<file path="src/rtl/hazard_pkg.sv">
// Shared types for the pipeline hazard controller: memory-stall FSM states
// and E-stage forwarding select encodings.
package hazard_pkg;

    typedef enum logic [1:0] {
        IDLE     = 2'd0,
        MEM_WAIT = 2'd1,
        ERROR    = 2'd2
    } fsm_state_t;

    typedef enum logic [1:0] {
        FWD_RF = 2'b00,
        FWD_W  = 2'b01,
        FWD_M  = 2'b10
    } fwd_sel_t;

endpackage

</file>
<file path="src/rtl/fwd_unit.sv">
// Forwarding select for one E-stage source operand; M beats W, and a load
// still in M cannot forward because its data is not back yet.
module fwd_unit
    import hazard_pkg::*;
#(
    parameter int IDX_W = 3
) (
    input  logic             write_m,
    input  logic [IDX_W-1:0] idx_m,
    input  logic             memtoreg_m,
    input  logic             write_w,
    input  logic [IDX_W-1:0] idx_w,
    input  logic [IDX_W-1:0] src,
    output fwd_sel_t         sel
);

    always_comb begin
        sel = FWD_RF;
        if (write_m && !memtoreg_m && (idx_m == src))
            sel = FWD_M;
        else if (write_w && (idx_w == src))
            sel = FWD_W;
    end

endmodule

</file>
<file path="src/rtl/pipeline_hazard_ctrl.sv">
// Central hazard controller for the F/D/E/M/W pipeline: pipe register enables
// and flushes, operand forwarding, data-memory stall timeout and stall counter.
module pipeline_hazard_ctrl
    import hazard_pkg::*;
#(
    parameter int MEM_TIMEOUT = 255,
    parameter int CNT_W       = 16,
    parameter int SREG_W      = 3
) (
    input  logic              clk,
    input  logic              reset,
    input  logic              PCSrc_W,
    input  logic              mem_req_M,
    input  logic              mem_ready,
    input  logic              MemtoReg_E,
    input  logic              ScalarWrite_E,
    input  logic              VectorWrite_E,
    input  logic [SREG_W-1:0] RnD_E,
    input  logic              RvD_E,
    input  logic [SREG_W-1:0] RnA_D,
    input  logic [SREG_W-1:0] RnB_D,
    input  logic              RvA_D,
    input  logic              RvB_D,
    input  logic              UseA_D,
    input  logic              UseB_D,
    input  logic              UseVA_D,
    input  logic              UseVB_D,
    input  logic [SREG_W-1:0] RnA_E,
    input  logic [SREG_W-1:0] RnB_E,
    input  logic              RvA_E,
    input  logic              RvB_E,
    input  logic              ScalarWrite_M,
    input  logic              VectorWrite_M,
    input  logic              MemtoReg_M,
    input  logic [SREG_W-1:0] RnD_M,
    input  logic              RvD_M,
    input  logic              ScalarWrite_W,
    input  logic              VectorWrite_W,
    input  logic [SREG_W-1:0] RnD_W,
    input  logic              RvD_W,
    output logic              enable_F,
    output logic              enable_D,
    output logic              enable_E,
    output logic              enable_M,
    output logic              enable_W,
    output logic              flush_D,
    output logic              flush_E,
    output logic              flush_M,
    output logic              flush_W,
    output logic [1:0]        ForwardAE,
    output logic [1:0]        ForwardBE,
    output logic [1:0]        ForwardVAE,
    output logic [1:0]        ForwardVBE,
    output logic              mem_error,
    output logic [CNT_W-1:0]  stall_cycles
);

    localparam int TCNT_W = $clog2(MEM_TIMEOUT + 1);
    localparam logic [TCNT_W-1:0] TIMEOUT = TCNT_W'(MEM_TIMEOUT);

    fsm_state_t        state, state_next;
    logic [TCNT_W-1:0] tcount, tcount_next, tcount_inc;
    logic              mem_stall, load_use;
    fwd_sel_t          fwd_a, fwd_b, fwd_va, fwd_vb;

    assign tcount_inc = tcount + 1'b1;

    // The counter holds the number of stalled cycles so far; reaching the
    // timeout moves to ERROR, which releases the stall instead of stalling again.
    always_comb begin
        state_next  = state;
        tcount_next = tcount;
        mem_stall   = 1'b0;
        case (state)
            IDLE: begin
                if (!PCSrc_W && mem_req_M && !mem_ready) begin
                    mem_stall   = 1'b1;
                    tcount_next = TCNT_W'(1);
                    state_next  = (TCNT_W'(1) >= TIMEOUT) ? ERROR : MEM_WAIT;
                end
            end
            MEM_WAIT: begin
                if (PCSrc_W || mem_ready) begin
                    state_next  = IDLE;
                    tcount_next = '0;
                end else begin
                    mem_stall   = 1'b1;
                    tcount_next = tcount_inc;
                    if (tcount_inc >= TIMEOUT)
                        state_next = ERROR;
                end
            end
            ERROR: begin
                tcount_next = '0;
            end
            default: begin
                state_next  = IDLE;
                tcount_next = '0;
            end
        endcase
    end

    always_ff @(posedge clk or posedge reset) begin
        if (reset) begin
            state     <= IDLE;
            tcount    <= '0;
            mem_error <= 1'b0;
        end else begin
            state     <= state_next;
            tcount    <= (state_next == ERROR) ? '0 : tcount_next;
            mem_error <= mem_error || (state_next == ERROR);
        end
    end

    assign load_use = MemtoReg_E &&
        ((ScalarWrite_E && ((UseA_D && (RnD_E == RnA_D)) || (UseB_D && (RnD_E == RnB_D)))) ||
         (VectorWrite_E && ((UseVA_D && (RvD_E == RvA_D)) || (UseVB_D && (RvD_E == RvB_D)))));

    // Branch beats memory stall beats load-use; reset forces the quiet pattern.
    always_comb begin
        {enable_F, enable_D, enable_E, enable_M, enable_W} = 5'b11111;
        {flush_D, flush_E, flush_M, flush_W}               = 4'b0000;
        if (!reset) begin
            if (PCSrc_W) begin
                {flush_D, flush_E, flush_M} = 3'b111;
            end else if (mem_stall) begin
                {enable_F, enable_D, enable_E, enable_M} = 4'b0000;
                flush_W = 1'b1;
            end else if (load_use) begin
                {enable_F, enable_D} = 2'b00;
                flush_E = 1'b1;
            end
        end
    end

    always_ff @(posedge clk or posedge reset) begin
        if (reset)
            stall_cycles <= '0;
        else if (!enable_F && (stall_cycles != {CNT_W{1'b1}}))
            stall_cycles <= stall_cycles + 1'b1;
    end

    fwd_unit #(.IDX_W(SREG_W)) u_fwd_a (
        .write_m(ScalarWrite_M), .idx_m(RnD_M), .memtoreg_m(MemtoReg_M),
        .write_w(ScalarWrite_W), .idx_w(RnD_W), .src(RnA_E), .sel(fwd_a));
    fwd_unit #(.IDX_W(SREG_W)) u_fwd_b (
        .write_m(ScalarWrite_M), .idx_m(RnD_M), .memtoreg_m(MemtoReg_M),
        .write_w(ScalarWrite_W), .idx_w(RnD_W), .src(RnB_E), .sel(fwd_b));
    fwd_unit #(.IDX_W(1)) u_fwd_va (
        .write_m(VectorWrite_M), .idx_m(RvD_M), .memtoreg_m(MemtoReg_M),
        .write_w(VectorWrite_W), .idx_w(RvD_W), .src(RvA_E), .sel(fwd_va));
    fwd_unit #(.IDX_W(1)) u_fwd_vb (
        .write_m(VectorWrite_M), .idx_m(RvD_M), .memtoreg_m(MemtoReg_M),
        .write_w(VectorWrite_W), .idx_w(RvD_W), .src(RvB_E), .sel(fwd_vb));

    assign ForwardAE  = reset ? FWD_RF : fwd_a;
    assign ForwardBE  = reset ? FWD_RF : fwd_b;
    assign ForwardVAE = reset ? FWD_RF : fwd_va;
    assign ForwardVBE = reset ? FWD_RF : fwd_vb;

endmodule

</file>
<file path="config.mk">
export PLATFORM = sky130hd
export DESIGN_NAME = pipeline_hazard_ctrl
export DESIGN_NICKNAME = d
export VERILOG_FILES = /design/src/rtl/hazard_pkg.sv /design/src/rtl/fwd_unit.sv /design/src/rtl/pipeline_hazard_ctrl.sv
export SDC_FILE = /design/constraint.sdc
export NUM_CORES = 1
export LEC_CHECK = 0
export CAP_MARGIN = 10
export CORE_AREA = 8 8 81 83
export DETAILED_ROUTE_END_ITERATION = 7
export DIE_AREA = 0 0 89 91
export PLACE_DENSITY = 0.83
export SLEW_MARGIN = 20
export SYNTH_ARGS = -nofsm -noshare
export SYNTH_HDL_FRONTEND = slang
export SYNTH_SLANG_ARGS = --single-unit
</file>
<file path="constraint.sdc">
create_clock -name clk -period 1.9 [get_ports clk]
set_input_delay 0.285 -clock clk [delete_from_list [all_inputs] [get_ports clk]]
set_output_delay 0.285 -clock clk [all_outputs]
set_load 0.005 [all_outputs]
</file>
**After elaboration in Yosys (flattened, before gate mapping)**

Cells that the tools add are included.

- $add $sub $neg: 2
- Multipliers: 0
- Div/mod/pow operators: 0
- Order comparisons: 1
- Eq/ne operators: 17
- Shift-type cells: 0
- Multiplexer cells: 39
- Bitwise logic cells: 0
- Reductions and logical operators: 30

Operators with widths:

| kind | number |
|---|---|
| $mux 8 | 3 |
| $mux 1 | 22 |
| $mux 2 | 11 |
| $logic_and 1x1->1 | 20 |
| $eq 3x3->1 | 6 |
| $add 16x1->16 const B | 1 |
| $ne 16x16->1 const B | 1 |
| $pmux 8 s2 | 1 |
| $add 8x1->8 const B | 1 |
| $ge 8x8->1 const B | 1 |
| $eq 1x1->1 | 6 |
| $pmux 2 s3 | 1 |
| $logic_or 1x1->1 | 5 |
| $eq 2x2->1 const B | 2 |
| $logic_not 1->1 | 4 |
| $ne 3x3->1 const B | 1 |
| $eq 2x1->1 const B | 1 |
| $logic_not 2->1 | 1 |
| $pmux 1 s2 | 1 |

- Bits in registers: 27
- Latch bits: 0
- Bits in writable memories: 0
- Memory bits (read-only): 0
- Input port bits: 45
- Output and inout bits: 34
- Word-level logic and storage cells: 93
- Memories: 0

**Depth between registers and ports, before layout**

Gate-level depths: netlist (run 1).

- Word-level depth: 12
- Gate-level depth with buffers: 8
- Depth with buffers taken out: 6

**Modules after synthesis**

Synthesis (run 1) repeated with hierarchy kept, for this count alone.

- Cells, all modules: 205
- Area, all modules: 1,896.8 um^2

Modules (own cells, without submodules):

| module | instances | cells each | area an instance (um^2) | sequential area each (um^2) |
|---|---|---|---|---|
| pipeline_hazard_ctrl | 1 | 175 | 1,661.6 | 675.6 |
| fwd_unit at u_fwd_a ... | 2 | 10 | 81.3 | 0.0 |
| fwd_unit at u_fwd_va ... | 2 | 5 | 36.3 | 0.0 |

**Worst setup path after synthesis (run 1)**

No wires, ideal clock.

- Path type: reg-to-reg
- From: reg state[1]
- To: reg stall_cycles[1]
- Library setup time: 0.125 ns
- Arrival time: 1.855 ns
- Data required time: 1.775 ns
- Setup slack: -0.080 ns
- Cell stages (with the launch flop): 7
- Buffers on the path: 2
- Period minus slack after synthesis: 1.980 ns
- Cells stage by stage: dfrtp_1 or4_4 and3_1 buf_6 buf_6 a21oi_2 mux2_2

- Word-level cells in the longest chain between the ends: 7
- Elaborated cells on any way between the ends: 8
- Those cells by class: eq/ne: 1; mux: 4; reduce/logical: 3

Ends and longest elaborated chain:

| what | line | text |
|---|---|---|
| from (decl) | pipeline_hazard_ctrl.sv:61 | `fsm_state_t state, state_next;` |
| from (signal assigned) | pipeline_hazard_ctrl.sv:109 | `state <= state_next;` |
| $eq 2x1->1 or $logic_not 2->1 (tied branches) | pipeline_hazard_ctrl.sv:74 | `case (state)` |
| $pmux 1 s2 (*) | pipeline_hazard_ctrl.sv:74 |  |
| $mux 1 (*) | pipeline_hazard_ctrl.sv:126 | `end else if (mem_stall) begin` |
| $mux 1 (*) | pipeline_hazard_ctrl.sv:124 | `if (PCSrc_W) begin` |
| $mux 1 (*) | pipeline_hazard_ctrl.sv:123 | `if (!reset) begin` |
| $logic_not 1->1 (*) | pipeline_hazard_ctrl.sv:139 | `else if (!enable_F && (stall_cycles != {CNT_W{1'b1}}))` |
| $logic_and 1x1->1 (*) | pipeline_hazard_ctrl.sv:139 |  |
| to (signal assigned) | pipeline_hazard_ctrl.sv:140 | `stall_cycles <= stall_cycles + 1'b1;` |
| to (decl) | pipeline_hazard_ctrl.sv:55 | `output logic [CNT_W-1:0] stall_cycles` |

Mark *: on every way between the ends. The rest lies on a longest branch, timed or not.
A chain may end at the register's enable or synchronous reset.

**Final worst setup path (run 1)**

- From: reg state[1]
- To: out enable_F

- Word-level cells in the longest chain between the ends: 5
- Elaborated cells on any way between the ends: 6
- Those cells by class: eq/ne: 1; mux: 4; reduce/logical: 1

Ends and longest elaborated chain:

| what | line | text |
|---|---|---|
| $eq 2x1->1 or $logic_not 2->1 (tied branches) | pipeline_hazard_ctrl.sv:74 |  |
| $pmux 1 s2 (*) | pipeline_hazard_ctrl.sv:74 |  |
| $mux 1 (*) | pipeline_hazard_ctrl.sv:126 |  |
| $mux 1 (*) | pipeline_hazard_ctrl.sv:124 |  |
| $mux 1 (*) | pipeline_hazard_ctrl.sv:123 |  |
| to (decl) | pipeline_hazard_ctrl.sv:41 | `output logic enable_F,` |

Marks and branches as above.

==> PnR_summary.wiki, run 1 <==
{| class="wikitable"
! Metric !! Value
|-
| Normalized max-slew margin || 64.2%
|-
| Synth warn || 0
|-
| Antenna viol nets, final || 0
|-
| Slack of the critical path || -0.0227 ns
|-
| Vias in the first global route || 2,284
|-
| Clock Sink Count || 27
|-
| Worst IR Drop VDD || 0.472 mV
|-
| Synthesized netlist cell count || 221
|-
| Area of the core region || 0.00534 mm²
|-
| GR Util All Layers || approximately 17%
|-
| Static leakage power || 1.56 nW
|-
| Detail-routed via count per cell || 5.21
|-
| Worst Path Max Fanout || 3
|-
| Worst Path Class, Setup || flip-flop to output port
|-
| Pwr Density || 473 mW/mm²
|-
| Worst Path Buf+Inv || 1
|-
| Unique cell type count in the Yosys netlist || 46
|-
| Area of the die || 0.00810 mm²
|-
| Critical Path Source Type || flip-flop
|-
| Average wire per cell in the routed design || 16.8 µm
|-
| Pin count of the biggest net entering global routing || 24
|-
| Final hold violations || 0
|-
| Netlist area before placement || 0.00203 mm²
|-
| Required time at the endpoint of the critical path || 1.62 ns
|-
| Transition time at the pin with the least slew margin || 0.532 ns
|-
| Initial Utilization || approximately 38%
|-
| Family with the most delay on the worst path || simple AND/OR/NAND/NOR gates
|-
| Endpoint type of the worst setup path || output port
|-
| CTS tree || yes
|-
| Syn_area_per_cell || approximately 9.2 µm²
|-
| Dominant synthesized flop cell || dfrtp_1
|-
| HPWL reported at the end of detailed placement || 5130 µm
|-
| Filler-free cell count of the finished design || 414
|-
| First-pass GRT wire length || 10,800 µm
|-
| Crit share post-route || 101%
|-
| Slowest Stage Delay on Critical Path || 0.50 ns
|-
| Cell type of the slowest stage on the worst timing path || or4_4
|-
| Number of top-level pins || 79
|-
| Fraction of layout instances using a drive strength above 1 || about a quarter
|-
| Min Clock Period, post-route || 1.92 ns
|-
| Skew-Pair Late Insertion Delay || 0.28 ns
|-
| Total congestion overflow after global routing || 0
|-
| Number of antenna repair diodes || 0
|-
| Footprint of the flip-flops and latches || 676 µm²
|-
| Fill cell count || 426
|-
| Register-to-Register Path Depth || 5
|-
| Root Driver || clkbuf_8
|-
| Die Height || 91 µm
|-
| Number of nets in the layout || 391
|-
| Net count of the mapped netlist || 269
|-
| Outcome || finished with violations
|-
| Setup skew after layout || 0.00259 ns
|-
| Post-synthesis to final-layout area growth || 71.0%
|-
| Async set-reset flop share out of synthesis || between 90% and 100%
|-
| Ordered cell list for the critical path || or4_4 -> and3_4 -> nand2_2 -> nand2_2 -> buf_2
|-
| Combined area of the multi-input logic cells || approximately 0.0015 mm²
|-
| Top achievable clock speed || between 500 and 600 MHz
|-
| Cell total after placement || 406
|-
| WP depth || 5
|-
| Via count || ~2,200
|-
| Worst min-delay path class || primary input to asynchronous set/reset pin
|-
| Detailed-routing iteration count for the pre-antenna-repair pass || 4
|-
| Number of buffers between clock root and the deepest sink || 2
|-
| # Max-Cap Violations || 0
|-
| Final setup violation count || 3
|-
| Port buffer count || 77
|-
| Yosys reg bits || 27
|-
| Final wirelength || 6940 µm
|-
| Fraction of the core area covered by cells at the end of the flow || 65.0%
|-
| Row Count || 27
|-
| RSZ-0062 raised after global routing || true
|-
| Violated checks || negative setup slack
|-
| Clock transition at the registers of the reported paths || about 0.10 ns
|-
| Clock buffer count from CTS || 3
|-
| Residual DRC || 0
|-
| CP arrival || 1.64 ns
|-
| Part of the Yosys area used for sequential elements || 33.3%
|-
| Starting DRT DRC Count || 142
|-
| Number of enable flip-flop cells after synthesis || 0
|-
| Routability Congestion || 0.911
|-
| Die boundary width || 89 µm
|-
| Critical Path Most Common Cell || nand2_2
|-
| Final max-slew violation count || 0
|-
| Antenna violations before repair || 0
|-
| Number of H-tree branching levels || 1
|}
==> routing by layer <==
layer	GRT usage, %	wire (µm)	vias to the layer above	part of all wire [%]
met4	4.02	142	0	2.0
met5	0	0	-	0
met1	18.0	2590	1043	37
met2	31.7	3930	66	57
li1	-	-	1034	-
met3	2.88	289	15	4.2
==> power by group <==
| group | switching (mW) | total (mW) | internal [mW] |
|---|---|---|---|
| sequential | 0.0298 | 0.651 | 0.621 |
| combinational | 0.292 | 0.646 | 0.354 |
| clock | 0.197 | 0.344 | 0.147 |
| total | 0.518 | 1.64 | 1.12 |
==> sequential cells by signal, summed over array words and instances (netlist names) <==
register      cells
mem_error         1
stall_cycles     16
state             2
tcount            8
==> cell usage after synthesis, types with 2 or more instances <==
master	number	area share, %
dfrtp_1	27	33
nand3_1	9	2.2
and2_1	4	1.2
nand2_1	17	3.1
nor3_1	7	1.7
nand4_1	5	1.5
a2111oi_1	5	2.5
buf_6	3	1.7
ha_1	3	1.9
xor2_1	22	9.5
o21ai_0	8	2.0
nand2b_1	4	1.2
nor2_1	16	3.0
a211oi_1	8	3.0
nor4_1	5	1.5
a22oi_1	2	0.74
and3_1	4	1.2
inv_1	10	1.9
nor2b_1	5	1.5
and4_1	5	2.2
buf_4	5	1.9
a2111oi_4	2	2.7
a21oi_1	7	1.7
xnor2_1	16	6.9
==> layout by cell type, fill, tap and decap left out, drive strengths merged, types with 10 or more instances in the layout <==
| cell type | instances |
|---|---|
| inv | 10 |
| dfrtp | 27 |
| nor2 | 16 |
| buf | 53 |
| dlygate4sd2 | 19 |
| xor2 | 22 |
| nand2 | 17 |
| dlymetal6s2s | 10 |
| clkdlybuf4s50 | 43 |
| xnor2 | 16 |
==> final cells by class <==
cell class	count	area share, %
clock inverter	1	0.144
timing repair buffer	127	33.5
tap	72	2.60
clock buffer	3	1.19
sequential	27	19.5
inverter	10	1.08
multi-input combinational	174	42.0
==> metrics by stage <==
| stage | area [µm²] | total power, mW | worst slack, ns | TNS, ns | hold WS [ns] |
|---|---|---|---|---|---|
| 2_1_floorplan | 2050 | 0.915 | -0.00488 | -0.00488 | 0.365 |
| 3_3_place_gp | 3180 | 1.25 | -0.423 | -7.80 | 0.456 |
| 3_5_place_dp | 3180 | 1.26 | -0.451 | -8.85 | 0.459 |
| 4_1_cts | 3320 | 1.62 | -0.0462 | -0.212 | 0.250 |
| 5_1_grt | 3470 | 1.73 | -0.0688 | -0.300 | 0.271 |
| 6_report | 3470 | 1.64 | -0.0227 | -0.0478 | 0.260 |
==> what timing repair did <==
item	4_1_cts	5_1_grt
cloned	0	0
pin swaps	8	9
buffers inserted	4	0
hold buffers	0	0
gates resized for setup	53	28
setup endpoints to repair	24	30
==> worst min-delay path, stage by stage <==
cell           delay, ns
dlygate4sd2_1       0.33
inv_1               0.10
buf_4               0.17
==> cell families after synthesis <==
family / share of synthesized area, %
buf+inv: 5.80
compound gates: 19.3
mux: 0.556
flops: 33.3
other cells: 0.185
xor+xnor: 16.4
simple gates: 22.6
fa+ha+maj: 1.85
==> worst paths after layout <==
check | startpoint | end | slack [ns]
max | state[1] | enable_F | -0.02
min | reset | tcount[4] | 0.26
max reg2reg | state[1] | stall_cycles[11] | -0.01
min reg2reg | mem_error | mem_error | 0.48
max in group asynchronous | reset | tcount[0] | 1.14
min in group clk | mem_ready | state[0] | 0.32
Power figures use the tool's default switching activity.
==> run 2, diff against run 1 <==
CORE_AREA = 8 8 70 72   (was 8 8 81 83)
DIE_AREA = 0 0 78 80   (was 0 0 89 91)
DONT_BUFFER_PORTS = 1   (was unset)
PLACE_DENSITY = 0.8   (was 0.83)
==> run 2 against run 1 <==
Worst hold slack worse by 0.19 ns. Setup slack improved by 0.085 ns. Cell area decreased by 33%. Clock-buffer cell count up 1. Largest cell class unchanged. Clock power decreased by 5%. The run now ends clean. Cell count is 29% lower. Sequential share of layout area up 9.6 points. Non-clock buffer count down 97. Utilization shrank 4.6 points. Global-route usage shrank 0.24 points.
==> PnR_summary.wiki, run 2 (synthesized netlist as in run 1, its figures left out) <==
{| class="wikitable"
! Metric !! Value
|-
| Routability Congestion || approximately 0.92
|-
| Residual DRC || 0
|-
| Average wire per cell in the routed design || approximately 18 µm
|-
| Die Height || 80 µm
|-
| GR Util All Layers || around 16%
|-
| Final max-slew violation count || 0
|-
| Detail-routed via count per cell || 5.95
|-
| Final wirelength || 5210 µm
|-
| Outcome || finished, final reports clean
|-
| HPWL reported at the end of detailed placement || between 4000 and 5000 µm
|-
| Vias in the first global route || 1,867
|-
| Antenna violations before repair || 0
|-
| Port buffer count || 0
|-
| Area of the die || 0.00624 mm²
|-
| Number of top-level pins || 79
|-
| Slack of the critical path || 0.0628 ns
|-
| Flop-to-flop setup slack || 0.08 ns
|-
| Most frequent standard cell in the layout excluding fill and tap cells || buf_4
|-
| Fraction of layout instances using a drive strength above 1 || 20.0%
|-
| Area of the core region || 0.00386 mm²
|-
| Detailed-routing iteration count for the pre-antenna-repair pass || 4
|-
| Row Count || 23
|-
| Top library cells by usage in the layout, fill and taps aside || buf_4, dfrtp_1, xor2_1
|-
| Skew-Pair Late Insertion Delay || roughly 0.27 ns
|-
| Largest registers || stall_cycles (16), tcount (8), state (2)
|-
| Number of flip-flops under the largest register name || 16
|-
| Post-synthesis to final-layout area growth || 14.8%
|-
| Critical Path Source Type || flip-flop
|-
| Endpoint type of the worst setup path || output port
|-
| Total power consumption of the routed design || 1.35 mW
|-
| End of the worst register-to-register path || stall_cycles[1]
|-
| Number of buffers between clock root and the deepest sink || 2
|-
| Static leakage power || 0.998 nW
|-
| First-pass GRT wire length || 8640 µm
|-
| Worst Path Class, Setup || flip-flop to output port
|-
| Worst IR Drop VDD || 0.485 mV
|-
| Min Clock Period, post-route || 1.84 ns
|-
| Pwr Density || 581 mW/mm²
|-
| Number of nets in the layout || 294
|-
| Required time at the endpoint of the critical path || 1.62 ns
|-
| Fill cell count || ~360
|-
| Root Driver || clkbuf_8
|-
| Min Hold Slack || 0.0686 ns
|-
| Clock buffer count from CTS || 3
|-
| Worst min-delay path class || primary input to asynchronous set/reset pin
|-
| Worst Path Max Fanout || 9
|-
| RSZ-0062 raised after global routing || true
|-
| Pin count of the biggest net entering global routing || 18
|-
| CP arrival || 1.55 ns
|-
| # Max-Cap Violations || 0
|-
| Crit Reg-Reg Startpoint || state[1]
|-
| Combined area of the multi-input logic cells || approximately 0.0013 mm²
|-
| Final hold violations || 0
|-
| Antenna viol nets, final || 0
|-
| Starting DRT DRC Count || 143
|-
| CTS tree || yes
|-
| Footprint of the flip-flops and latches || 676 µm²
|-
| Top register by number of flip-flops || stall_cycles
|-
| Total congestion overflow after global routing || 0
|-
| Number of H-tree branching levels || 1
|-
| Final setup violation count || 0
|-
| Die boundary width || 78 µm
|-
| Number of antenna repair diodes || 0
|-
| Crit share post-route || a little over nine tenths
|-
| Top achievable clock speed || about 540 MHz
|-
| Via count || 1,756
|-
| Clock Sink Count || 27
|-
| Register-to-Register Path Depth || 5
|-
| Clock transition at the registers of the reported paths || 0.09 ns
|-
| Initial Utilization || between 50% and 60%
|-
| Setup skew after layout || 0.00413 ns
|-
| Worst Setup Slack post-DPL || -0.0402 ns
|}
## run 2: changes by cell type in the layout (fill, tap and decap cells not counted), moves of 3 or more
cell	delta
xor2_2	-3
a2111oi_4	-6
a2111oi_1	+4
clkdlybuf4s50_1	-43
nor4_4	-3
dlygate4sd2_1	-19
buf_6	-3
dlymetal6s2s_1	-10
buf_4	-17
nor4_1	+3
xor2_1	+3
## run 2: layer usage
layer	global-route usage [%]	routed length, µm	vias to the layer above
met5	0	0	-
met3	4.95	352	6
met4	3.33	42	0
li1	-	-	845
met2	31.2	2900	48
met1	17.3	1910	857
## run 2: through the flow
step | cell area, µm² | instances | setup TNS, ns | utilization, %
3_5_place_dp | 2210 | 286 | -0.140 | 57.4
3_3_place_gp | 2210 | 286 | 0 | 57.4
4_1_cts | 2290 | 294 | 0 | 59.3
2_1_floorplan | 2050 | 221 | -0.00488 | -
6_report | 2330 | 295 | 0 | 60.3
5_1_grt | 2330 | 295 | -0.0374 | 60.3
## run 2: how the worst max path moves through the flow
| stage | startpoint | endpoint | slack, ns | cells past startpoint |
|---|---|---|---|---|
| global route | stall_cycles[10] | stall_cycles[9] | -0.01 | 6 |
| detailed placement | tcount[0] | tcount[4] | -0.04 | 7 |
| finish | state[1] | enable_F | 0.06 | 4 |
| global placement | tcount[0] | tcount[6] | 0.03 | 7 |
| floorplan | PCSrc_W | stall_cycles[1] | -0.005 | 7 |
| CTS | tcount[0] | mem_error | 0.04 | 8 |
## run 2: area by class of cell
cell class	instances	share of cell area (%)
Multi-Input combinational cell	174	55.0
Tap cell	50	2.69
Timing Repair Buffer	30	9.68
Inverter	10	1.61
Clock buffer	4	1.94
Sequential cell	27	29.0
## run 2: what timing repair did
| action | 4_1_cts | 5_1_grt |
|---|---|---|
| endpoints found under the setup margin | 6 | 15 |
| pin swaps | 1 | 3 |
| setup buffers | 4 | 1 |
| gates resized for setup | 0 | 7 |
| gates cloned | 0 | 0 |
| hold buffers | 0 | 0 |
## run 2: where the power goes
part	total (mW)	internal [mW]	leakage, nW	switching [mW]
Combinational	0.360	0.179	0.621	0.182
Clock	0.327	0.150	0.0228	0.177
Sequential	0.663	0.621	0.354	0.0422
## run 2: critical path, cell delays in order (launching register included)
cell	delay, ns
dfrtp_1	0.39
or4_4	0.49
and3_4	0.20
nand2_1	0.06
nand2_1	0.14
